**config.mk**
```make
export PLATFORM = sky130hd
export DESIGN_NAME = sccb_cfg_sequencer
export DESIGN_NICKNAME = d
export VERILOG_FILES = /design/src/rtl/sccb_pkg.sv /design/src/rtl/sccb_step_gen.sv /design/src/rtl/sccb_cfg_sequencer.sv
export SDC_FILE = /design/constraint.sdc
export NUM_CORES = 1
export LEC_CHECK = 0
export ABC_AREA = 1
export BUFFER_PORTS_ARGS = -buffer_cell sky130_fd_sc_hd__buf_2
export CAP_MARGIN = 20
export CELL_PAD_IN_SITES_DETAIL_PLACEMENT = 0
export CELL_PAD_IN_SITES_GLOBAL_PLACEMENT = 1
export CORE_MARGIN = 3
export CORE_UTILIZATION = 46
export DETAILED_ROUTE_END_ITERATION = 7
export HOLD_SLACK_MARGIN = 0.02
export PLACE_DENSITY = 0.95
export SETUP_SLACK_MARGIN = 0.02
export SLEW_MARGIN = 15
export SYNTH_ARGS = -nofsm -noshare
export SYNTH_HDL_FRONTEND = slang
export SYNTH_HIERARCHICAL = 1
export SYNTH_SLANG_ARGS = --single-unit
```
**constraint.sdc**
```tcl
create_clock -name clk -period 10.4 [get_ports clk]
set_clock_uncertainty 0.15 [all_clocks]
set_input_delay 0.52 -clock clk [delete_from_list [all_inputs] [get_ports clk]]
set_output_delay 0.52 -clock clk [all_outputs]
set_load 0.005 [all_outputs]
```
**src/rtl/sccb_pkg.sv**
```systemverilog
// Shared definitions for the SCCB configuration path: sequencer states and
// register-table entry layout.
package sccb_pkg;

    typedef enum logic [3:0] {
        ST_PWR_WAIT,
        ST_FETCH,
        ST_LATCH,
        ST_DELAY,
        ST_XFER,
        ST_WAIT_END,
        ST_GAP,
        ST_DONE,
        ST_ERROR
    } cfg_state_e;

    localparam logic [15:0] LUT_DELAY_TAG = 16'hFFFF;

    localparam int unsigned LUT_DATA_LSB = 0;
    localparam int unsigned LUT_DATA_MSB = 7;
    localparam int unsigned LUT_SUB_LSB  = 8;
    localparam int unsigned LUT_SUB_MSB  = 23;

    function automatic logic is_delay_entry(input logic [23:0] entry);
        return entry[LUT_SUB_MSB:LUT_SUB_LSB] == LUT_DELAY_TAG;
    endfunction

endpackage

```
**src/rtl/sccb_step_gen.sv**
```systemverilog
// Free-running bit-step divider: one-cycle step strobe at count 0 and an SCL
// pulse that is high for the middle half of each step period.
module sccb_step_gen #(
    parameter int unsigned CLK_DIV = 500
) (
    input  logic clk,
    input  logic rst,
    output logic step_en,
    output logic scl
);

    localparam int unsigned CW = $clog2(CLK_DIV);
    localparam logic [CW-1:0] CNT_MAX  = CW'(CLK_DIV - 1);
    localparam logic [CW-1:0] SCL_RISE = CW'(CLK_DIV / 4);
    localparam logic [CW-1:0] SCL_FALL = CW'((3 * CLK_DIV) / 4);

    logic [CW-1:0] cnt_q, cnt_d;
    logic          en_q, en_d;
    logic          scl_q, scl_d;

    // Outputs are decoded from the next count so they line up with cnt_q.
    always_comb begin
        cnt_d = (cnt_q == CNT_MAX) ? '0 : cnt_q + 1'b1;
        en_d  = (cnt_d == '0);
        scl_d = (cnt_d >= SCL_RISE) && (cnt_d < SCL_FALL);
    end

    always_ff @(posedge clk) begin
        if (rst) begin
            cnt_q <= '0;
            en_q  <= 1'b0;
            scl_q <= 1'b0;
        end else begin
            cnt_q <= cnt_d;
            en_q  <= en_d;
            scl_q <= scl_d;
        end
    end

    assign step_en = en_q;
    assign scl     = scl_q;

endmodule

```
**src/rtl/sccb_cfg_sequencer.sv**
```systemverilog
// Walks the camera register table after power-up and issues one SCCB write per
// entry, with retry on NACK/timeout and support for in-table delay entries.
module sccb_cfg_sequencer
    import sccb_pkg::*;
#(
    parameter int unsigned CLK_DIV       = 500,
    parameter int unsigned INIT_DELAY    = 1000000,
    parameter int unsigned LUT_SIZE      = 256,
    parameter int unsigned LUT_AW        = 8,
    parameter logic [7:0]  SLAVE_ADDR    = 8'h78,
    parameter int unsigned MAX_RETRY     = 3,
    parameter int unsigned TIMEOUT_STEPS = 100,
    parameter int unsigned DLY_UNIT      = 50000
) (
    input  logic              clk,
    input  logic              rst,
    input  logic              cfg_start,
    output logic [LUT_AW-1:0] lut_index,
    input  logic [23:0]       lut_data,
    output logic              i2c_en,
    output logic              i2c_clk,
    output logic [39:0]       i2c_wdata,
    output logic              wr,
    output logic              trans,
    input  logic              ack,
    input  logic              i2c_end,
    output logic              cfg_busy,
    output logic              cfg_done,
    output logic              cfg_err,
    output logic [LUT_AW-1:0] err_index
);

    localparam int unsigned PW = $clog2(INIT_DELAY + 1);
    localparam int unsigned RW = $clog2(MAX_RETRY + 1);
    localparam int unsigned TW = $clog2(TIMEOUT_STEPS + 1);
    localparam int unsigned DW = 8 + $clog2(DLY_UNIT) + 1;

    localparam logic [LUT_AW-1:0] LAST_IDX = LUT_AW'(LUT_SIZE - 1);
    localparam logic [PW-1:0]     PWR_LAST = PW'(INIT_DELAY - 1);
    localparam logic [RW-1:0]     RETRY_MAX = RW'(MAX_RETRY);
    localparam logic [TW-1:0]     TMO_LAST = TW'(TIMEOUT_STEPS - 1);
    localparam logic [7:0]        RD_ADDR  = SLAVE_ADDR | 8'h01;

    logic step_en;
    logic scl;

    sccb_step_gen #(
        .CLK_DIV(CLK_DIV)
    ) u_step_gen (
        .clk    (clk),
        .rst    (rst),
        .step_en(step_en),
        .scl    (scl)
    );

    cfg_state_e        state_q, state_d;
    logic [LUT_AW-1:0] idx_q, idx_d;
    logic [39:0]       wdata_q, wdata_d;
    logic              trans_q, trans_d;
    logic              busy_q, busy_d;
    logic              done_q, done_d;
    logic              err_q, err_d;
    logic [LUT_AW-1:0] err_idx_q, err_idx_d;
    logic [RW-1:0]     retry_q, retry_d;
    logic [TW-1:0]     tmo_q, tmo_d;
    logic [DW-1:0]     dly_q, dly_d;
    logic [PW-1:0]     pwr_q, pwr_d;
    logic              fail_q, fail_d;
    logic              gap_en_q, gap_en_d;
    logic              advance;

    always_comb begin
        state_d   = state_q;
        idx_d     = idx_q;
        wdata_d   = wdata_q;
        trans_d   = trans_q;
        busy_d    = busy_q;
        done_d    = done_q;
        err_d     = err_q;
        err_idx_d = err_idx_q;
        retry_d   = retry_q;
        tmo_d     = tmo_q;
        dly_d     = dly_q;
        pwr_d     = pwr_q;
        fail_d    = fail_q;
        gap_en_d  = gap_en_q;
        advance   = 1'b0;

        case (state_q)
            ST_PWR_WAIT: begin
                if (pwr_q == PWR_LAST) begin
                    idx_d   = '0;
                    state_d = ST_FETCH;
                end else begin
                    pwr_d = pwr_q + 1'b1;
                end
            end
            ST_FETCH: state_d = ST_LATCH;
            ST_LATCH: begin
                wdata_d = {RD_ADDR, SLAVE_ADDR, lut_data};
                if (is_delay_entry(lut_data)) begin
                    dly_d   = DW'(lut_data[LUT_DATA_MSB:LUT_DATA_LSB]) * DW'(DLY_UNIT);
                    state_d = ST_DELAY;
                end else begin
                    state_d = ST_XFER;
                end
            end
            ST_DELAY: begin
                if (dly_q == '0) begin
                    advance = 1'b1;
                end else begin
                    dly_d = dly_q - 1'b1;
                end
            end
            ST_XFER: begin
                trans_d = 1'b1;
                tmo_d   = '0;
                state_d = ST_WAIT_END;
            end
            ST_WAIT_END: begin
                if (i2c_end) begin
                    fail_d   = ack;
                    trans_d  = 1'b0;
                    gap_en_d = 1'b0;
                    state_d  = ST_GAP;
                end else if (step_en) begin
                    if (tmo_q == TMO_LAST) begin
                        fail_d   = 1'b1;
                        trans_d  = 1'b0;
                        gap_en_d = 1'b0;
                        state_d  = ST_GAP;
                    end else begin
                        tmo_d = tmo_q + 1'b1;
                    end
                end
            end
            ST_GAP: begin
                // The engine clears its bit counter on a step seen with trans low.
                if (step_en) begin
                    gap_en_d = 1'b1;
                end
                if (gap_en_q && !i2c_end) begin
                    if (!fail_q) begin
                        advance = 1'b1;
                    end else if (retry_q < RETRY_MAX) begin
                        retry_d = retry_q + 1'b1;
                        state_d = ST_FETCH;
                    end else begin
                        err_d     = 1'b1;
                        err_idx_d = idx_q;
                        busy_d    = 1'b0;
                        state_d   = ST_ERROR;
                    end
                end
            end
            ST_DONE, ST_ERROR: begin
                if (cfg_start) begin
                    done_d  = 1'b0;
                    err_d   = 1'b0;
                    busy_d  = 1'b1;
                    idx_d   = '0;
                    retry_d = '0;
                    state_d = ST_FETCH;
                end
            end
            default: state_d = ST_PWR_WAIT;
        endcase

        if (advance) begin
            retry_d = '0;
            if (idx_q == LAST_IDX) begin
                done_d  = 1'b1;
                busy_d  = 1'b0;
                state_d = ST_DONE;
            end else begin
                idx_d   = idx_q + 1'b1;
                state_d = ST_FETCH;
            end
        end
    end

    always_ff @(posedge clk) begin
        if (rst) begin
            state_q   <= ST_PWR_WAIT;
            idx_q     <= '0;
            wdata_q   <= '0;
            trans_q   <= 1'b0;
            busy_q    <= 1'b1;
            done_q    <= 1'b0;
            err_q     <= 1'b0;
            err_idx_q <= '0;
            retry_q   <= '0;
            tmo_q     <= '0;
            dly_q     <= '0;
            pwr_q     <= '0;
            fail_q    <= 1'b0;
            gap_en_q  <= 1'b0;
        end else begin
            state_q   <= state_d;
            idx_q     <= idx_d;
            wdata_q   <= wdata_d;
            trans_q   <= trans_d;
            busy_q    <= busy_d;
            done_q    <= done_d;
            err_q     <= err_d;
            err_idx_q <= err_idx_d;
            retry_q   <= retry_d;
            tmo_q     <= tmo_d;
            dly_q     <= dly_d;
            pwr_q     <= pwr_d;
            fail_q    <= fail_d;
            gap_en_q  <= gap_en_d;
        end
    end

    assign lut_index = idx_q;
    assign i2c_en    = step_en;
    assign i2c_clk   = scl;
    assign i2c_wdata = wdata_q;
    assign wr        = 1'b1;
    assign trans     = trans_q;
    assign cfg_busy  = busy_q;
    assign cfg_done  = done_q;
    assign cfg_err   = err_q;
    assign err_index = err_idx_q;

endmodule

```
==> results of run 1 <==
kinds of logic (layout without fill, tap and decap cells):
| group | count (synthesis) | after routing |
|---|---|---|
| flip-flops | 116 | 116 |
| XOR/XNOR | 26 | 26 |
| multiplexers | 2 | 2 |
| AND/OR/NAND/NOR | 616 | 616 |
| buffers and inverters | 162 | 235 |
| other | 2 | 8 |
| AO/OA/AOI/OAI | 173 | 173 |
| adder cells (fa/ha/maj) | 72 | 72 |
routing by layer:
layer | track usage | part of all wire | up-vias
met4 | 0.0672 | 0.016 | 0
met5 | 0 | 0 | -
met2 | 0.327 | 0.45 | 120
met1 | 0.277 | 0.49 | 3277
met3 | 0.0404 | 0.042 | 29
li1 | - | - | 3877
through the flow:
stage	worst slack [ps]	hold slack, ps	instance area (um2)	instances
detailed placement	6410	310	8320	1437
global route	6590	212	8990	1468
global placement	6460	303	8320	1437
CTS	6840	203	8990	1468
finish	6840	217	8990	1468
floorplan	6750	289	7870	1175
registers in the layout, indices dropped and copies added, names as in the netlist:
register            flops
dly_q                  25
i2c_wdata              25
pwr_q                  20
u_step_gen/cnt_q        9
err_index               8
lut_index               8
tmo_q                   7
state_q                 4
retry_q                 2
cfg_busy                1
cfg_done                1
cfg_err                 1
fail_q                  1
gap_en_q                1
trans                   1
u_step_gen/scl          1
u_step_gen/step_en      1
layout by cell type, fill, tap and decap left out, drive strengths merged, types with 2 or more instances in the layout:
| master | instances |
|---|---|
| a21boi | 3 |
| a21o | 2 |
| a21oi | 70 |
| buf | 85 |
| bufinv | 6 |
| clkbuf | 22 |
| clkinv | 6 |
| conb | 8 |
| dfxtp | 116 |
| fa | 12 |
| ha | 60 |
| inv | 116 |
| mux2i | 2 |
| nand2 | 266 |
| nand3 | 71 |
| nand3b | 8 |
| nand4 | 10 |
| nor2 | 240 |
| nor3 | 12 |
| nor3b | 2 |
| o21ai | 90 |
| o21bai | 3 |
| or2 | 6 |
| xnor2 | 9 |
| xor2 | 17 |
tightest hold or removal path: cells and delay by family:
family	cells	cell delay, ps
buffers and inverters	1	90
AND/OR/NAND/NOR	1	70
AO/OA/AOI/OAI	1	70
cell type report:
type / instances / area, um2
multi-input cells: 897 / 4840
clock inverters: 9 / 199
inverters: 119 / 454
clock buffers: 22 / 474
repair buffers: 85 / 430
well taps: 220 / 275
flip-flops and latches: 116 / 2320
fillers: 1634 / 7650
final timing paths:
check	end	slack, ps	start	cells past startpoint
setup reg to reg	pwr_q[18]	7770	state_q[1]	10
hold / removal	i2c_wdata[9]	220	lut_data[9]	3
setup / recovery	dly_q[17]	6840	lut_data[2]	17
hold reg to reg	dly_q[24]	320	dly_q[24]	2
power by group through the flow:
stage	Sequential (mW)	Combinational [mW]	Clock (mW)
4_1_cts	0.449	0.264	0.681
6_report	0.449	0.262	0.672
5_1_grt	0.450	0.306	0.700
2_1_floorplan	0.458	0.201	0
3_5_place_dp	0.459	0.260	0
3_3_place_gp	0.459	0.259	0
==> impl_metrics.tcl, run 1 <==
set metrics [dict create \
    cp.arrival_ps 3720 \
    row_count 47 \
    postLayoutCoreUtil 0.540 \
    maxCapViolations 0 \
    cts.sinks 116 \
    synth_edf_count 0 \
    post_cts_buffers 0 \
    netlist_top_cells_area "dfxtp_1 30%, nand2_1 12%, nor2_1 11%" \
    synth_top_cell_by_area "dfxtp_1" \
    synth.avg_cell_area_um2 6.71 \
    grt_pass1_wl_um 31400 \
    tns_ps 0 \
    critPathKind "primary input to flop" \
    synth-simple-area-share 0.338 \
    slowest_stage "fa_1" \
    dr.pass1.iters 4 \
    cts_buffers 17 \
    ys_seq_area_frac 0.296 \
    dieArea_mm2 0.0187 \
    combPwrFrac 0.189 \
    gr-total-overflow 0 \
    track_usage 0.205 \
    power.share.clock 0.486 \
    crit_buf_inv 3 \
    synth_top_family_by_area "simple AND/OR/NAND/NOR gates" \
    synth_seq_cells 116 \
    clkTransAtPathRegs_ps 50 \
    async_reset_ff_frac 0 \
    setup_viol 0 \
    critPathLaunchType "primary input" \
    p_int_mw 1.01 \
    syn_area_mm2 0.00785 \
    clk_latency_ps 420 \
    port-buffer-count 83 \
    postRouteAntennaNets 0 \
    hold_violations 0 \
    path_max_fanout 5 \
    start_util 0.471 \
    gp_congestion 0.847 \
    postCtsResizedCells 0 \
    holdBufCountCts 0 \
    grt_pass1_vias 6692 \
    tritoncts "built" \
    final_nets 1337 \
    drt_iter0_drc 343 \
    core-area_mm2 0.0166 \
    synth_fa_ha_area_frac 0.126 \
    clock.fmax_mhz 281 \
    crit_chain "buf_2, ha_1, ha_1, inv_1, fa_1, inv_1, fa_1, ha_1, a21oi_1, nand2_1, nand2_1, nand2_1, nand2_1, nand2_1, or2_2, a21oi_1, nor2_1" \
    endpoint_kind "flop" \
    wire_per_inst_um 12.6 \
    synth_top_cells_by_count "249 x nand2_1, 226 x nor2_1, 116 x dfxtp_1" \
    post-synth-top-count-cell "nand2_1" \
    outcome "finished, final reports clean" \
    dp_hpwl_um 13700 \
    critPathMaxStageDelay_ps 500 \
    htreeDepth 4 \
    path_delay_family "adder cells" \
    yosys.area.top_type_share 0.296 \
    clockBufferDepth 2 \
    yosys.area_share.xor_xnor 0.0290 \
    fin_crit_sh 0.343 \
    die_h_um 137 \
    p_sw_frac 0.268 \
    tightest_slew_ps 883 \
    grt_setup_unrepaired "false" \
    num_antenna_cells 0 \
    yosysWarnings 6 \
    crit_top_cell "nand2_1" \
    power_mw 1.38 \
    synth.distinct_cells 47 \
    sequentialPowerShare 0.325 \
    synth_ff_type "dfxtp_1" \
    syn_inst 1169 \
    via_per_inst 4.97 \
    p_leak_nw 4.36 \
    worst_ep_required_time_ps 10560 \
    synth_compound_area_frac 0.117 \
    p_sw_uw 371 \
    drive_gt1_frac 0.137 \
    p_per_area_mw_per_mm2 154 \
    grt_antenna_before_repair 0 \
    drcViolationCount 0 \
    drv_slew 0 \
    num_vias 7303 \
    grt_max_degree 54 \
    wirelength_um 18400 \
    die_w_um 137 \
    synth_mux_area_frac 0.00255 \
    hp-class "primary input to flop" \
    min_period_ps 3560 \
    slew_headroom 0.412 \
    io_pins 92 \
    ir_worst_vdd_mv 0.120 \
    cts_root_buf "clkbuf_16" \
    area_growth_pct 14.6 \
]
Note: power is estimated with default switching activity, not from simulation.
==> inputs of run 2 (changes only) <==
ABC_AREA = 0   (was 1)
CORE_UTILIZATION = 44   (was 46)
PLACE_DENSITY = 0.91   (was 0.95)
clock period = 3.7 ns   (was 10.4 ns; I/O delays follow)
==> run 2 against run 1 <==
Cell count fell by 16%; setup slack worse by 6700 ps; final area is 1.9% lower; area after synthesis is 6.5% lower; count of clock-buffer cells in the layout decreased by 4; die area down 2.2%; sequential power grew to 3.0 times the previous value; combinational power rose to 4.1 times the previous value; non-clock buffer count increased by 53; flip-flop and latch count stayed put; register-to-register slack lost 7000 ps; sequential share of layout area up 0.49 points; critical path type unchanged; critical endpoint is now dly_q[21]; largest cell class unchanged.
==> impl_metrics.tcl, run 2 <==
set metrics [dict create \
    outcome "finished, final reports clean" \
    p_leak_nw 3.86 \
    grt_use_met1 0.259 \
    row_count 46 \
    gp_congestion 0.847 \
    ys_seq_area_frac 0.317 \
    clock.fmax_mhz 283 \
    synth.distinct_cells 85 \
    io_pins 92 \
    area_growth_pct 20.3 \
    fin_cells 1226 \
    die_h_um 135 \
    maxCapViolations 0 \
    grt_setup_unrepaired "true" \
    post-synth-top-count-cell "dfxtp_1" \
    via_per_inst 5.41 \
    drcViolationCount 0 \
    clk_latency_ps 420 \
    tightest_slew_ps 827 \
    pre_cts_slack_ps -173 \
    drt_iter0_drc 406 \
    synth.avg_cell_area_um2 8.27 \
    async_reset_ff_frac 0 \
    yosys.area.top_type_share 0.317 \
    fin_crit_sh 0.955 \
    hp-class "primary input to flop" \
    track_usage 0.191 \
    grt_pass1_vias 6101 \
    final_nets 1098 \
    cp.arrival_ps 3730 \
    wirelength_um 17500 \
    critPathKind "primary input to flop" \
    dp_hpwl_um 12600 \
    dp.cells 1172 \
    worst_slack_ps 166 \
    synth_top_cell_by_area "dfxtp_1" \
    r2r_end "state_q[1]" \
    cp-endpoint "dly_q[21]" \
    clkTransAtPathRegs_ps 60 \
    critPathLaunch "lut_data[4]" \
    postRouteAntennaNets 0 \
    die_w_um 135 \
    grt_antenna_before_repair 0 \
    final_cell_mix "116 x dfxtp_1, 110 x nand2_1, 96 x nor2_1" \
    start_util 0.455 \
    dr.pass1.iters 5 \
    final_common_cell "dfxtp_1" \
    core-area_mm2 0.0161 \
    critPathLaunchType "primary input" \
    ir_worst_vdd_mv 0.378 \
    ff2ff_setup_slack_ps 760 \
    synth_top_cells_by_count "116 x dfxtp_1, 110 x nand2_1, 96 x nor2_1" \
    use_met2 0.308 \
    wire_per_inst_um 14.3 \
    clockBufferDepth 2 \
    p_per_area_mw_per_mm2 456 \
    cts_buffers 17 \
    syn_inst 887 \
    path_max_fanout 3 \
    min_period_ps 3530 \
    num_antenna_cells 0 \
    num_vias 6630 \
    tns_ps 0 \
    tritoncts "built" \
    post_cts_buffers 0 \
    use_met3 0.0443 \
    synth_seq_cells 116 \
    cts.sinks 116 \
    endpoint_kind "flop" \
    netlist_top_cells_area "dfxtp_1 32%, ha_1 10%, a21oi_1 5.9%" \
    synth_ff_type "dfxtp_1" \
    yosysWarnings 6 \
    gr-total-overflow 0 \
    port-buffer-count 83 \
    hold_violations 0 \
    drv_slew 0 \
    cts_root_buf "clkbuf_16" \
    setup_viol 0 \
    busiest_layer "met2" \
    slew_headroom 0.447 \
    reg2reg_depth 10 \
    synth_edf_count 0 \
    dieArea_mm2 0.0182 \
    grt_max_degree 56 \
    grt_pass1_wl_um 29100 \
    drive_gt1_frac 0.181 \
    syn_area_mm2 0.00733 \
    htreeDepth 4 \
    worst_ep_required_time_ps 3900 \
    r2r_start "dly_q[0]" \
]
==> run 2: cells by family after synthesis <==
kind of cell    Yosys count  share of synthesized area
fa+ha+maj                72                      0.135
flops                   116                      0.317
compound gates          197                      0.166
simple gates            374                      0.264
buf+inv                  76                     0.0548
mux                      15                     0.0205
xor+xnor                 35                     0.0418
other cells               2                    0.00102
==> run 2: through the flow <==
stage / cell area (um2) / utilization / power [mW] / hold WS (ps)
floorplan: 7350 / - / 2.08 / 104
global placement: 7990 / 0.496 / 2.38 / 288
detailed placement: 7990 / 0.496 / 2.39 / 295
CTS: 8790 / 0.545 / 4.02 / 34.3
global route: 8820 / 0.547 / 4.25 / 48.9
finish: 8820 / 0.547 / 4.02 / 38.4
==> run 2: layout make-up <==
| type | instances | area [um2] |
|---|---|---|
| clock buffers | 18 | 439 |
| well taps | 216 | 270 |
| repair buffers | 138 | 891 |
| clock inverters | 14 | 144 |
| multi-input cells | 701 | 4670 |
| inverters | 23 | 86.3 |
| flip-flops and latches | 116 | 2320 |
| fillers | 1474 | 7290 |
==> run 2: how the worst min path moves through the flow <==
stage                       from                   to  slack [ps]  cells after the start
CTS                  lut_data[6]         i2c_wdata[6]          30                      4
detailed placement  i2c_wdata[3]         i2c_wdata[3]         300                      2
finish                   i2c_end               fail_q          40                      3
global route         lut_data[2]         i2c_wdata[2]          50                      4
global placement    i2c_wdata[4]         i2c_wdata[4]         290                      2
floorplan                    rst  u_step_gen/cnt_q[8]         100                      1
==> run 2: layer usage <==
metal | share of wire | vias up
li1 | - | 3375
met1 | 0.48 | 3063
met2 | 0.45 | 173
met3 | 0.058 | 19
met4 | 0.011 | 0
met5 | 0 | -
==> run 2: timing repair <==
item,4_1_cts,5_1_grt
gates resized for setup,0,9
hold buffers,22,0
setup endpoints to repair,0,6
hold endpoints to repair,22,0
==> run 2: report_power, final <==
part | total (mW) | internal, mW | switching (mW)
logic | 1.08 | 0.508 | 0.574
clock network | 1.59 | 0.958 | 0.635
registers | 1.34 | 1.29 | 0.0547
total | 4.02 | 2.76 | 1.26
==> run 2: critical path: stages <==
cell and delay, ps:
buf_2 120, dlygate4sd3_1 570, buf_4 150, ha_1 310
fa_1 410, ha_1 290, ha_1 300, buf_4 130
o211ai_1 90, a21boi_0 150, o31ai_2 310, a21bo_2 210
nand2_1 70, a221o_1 330, a21oi_1 110
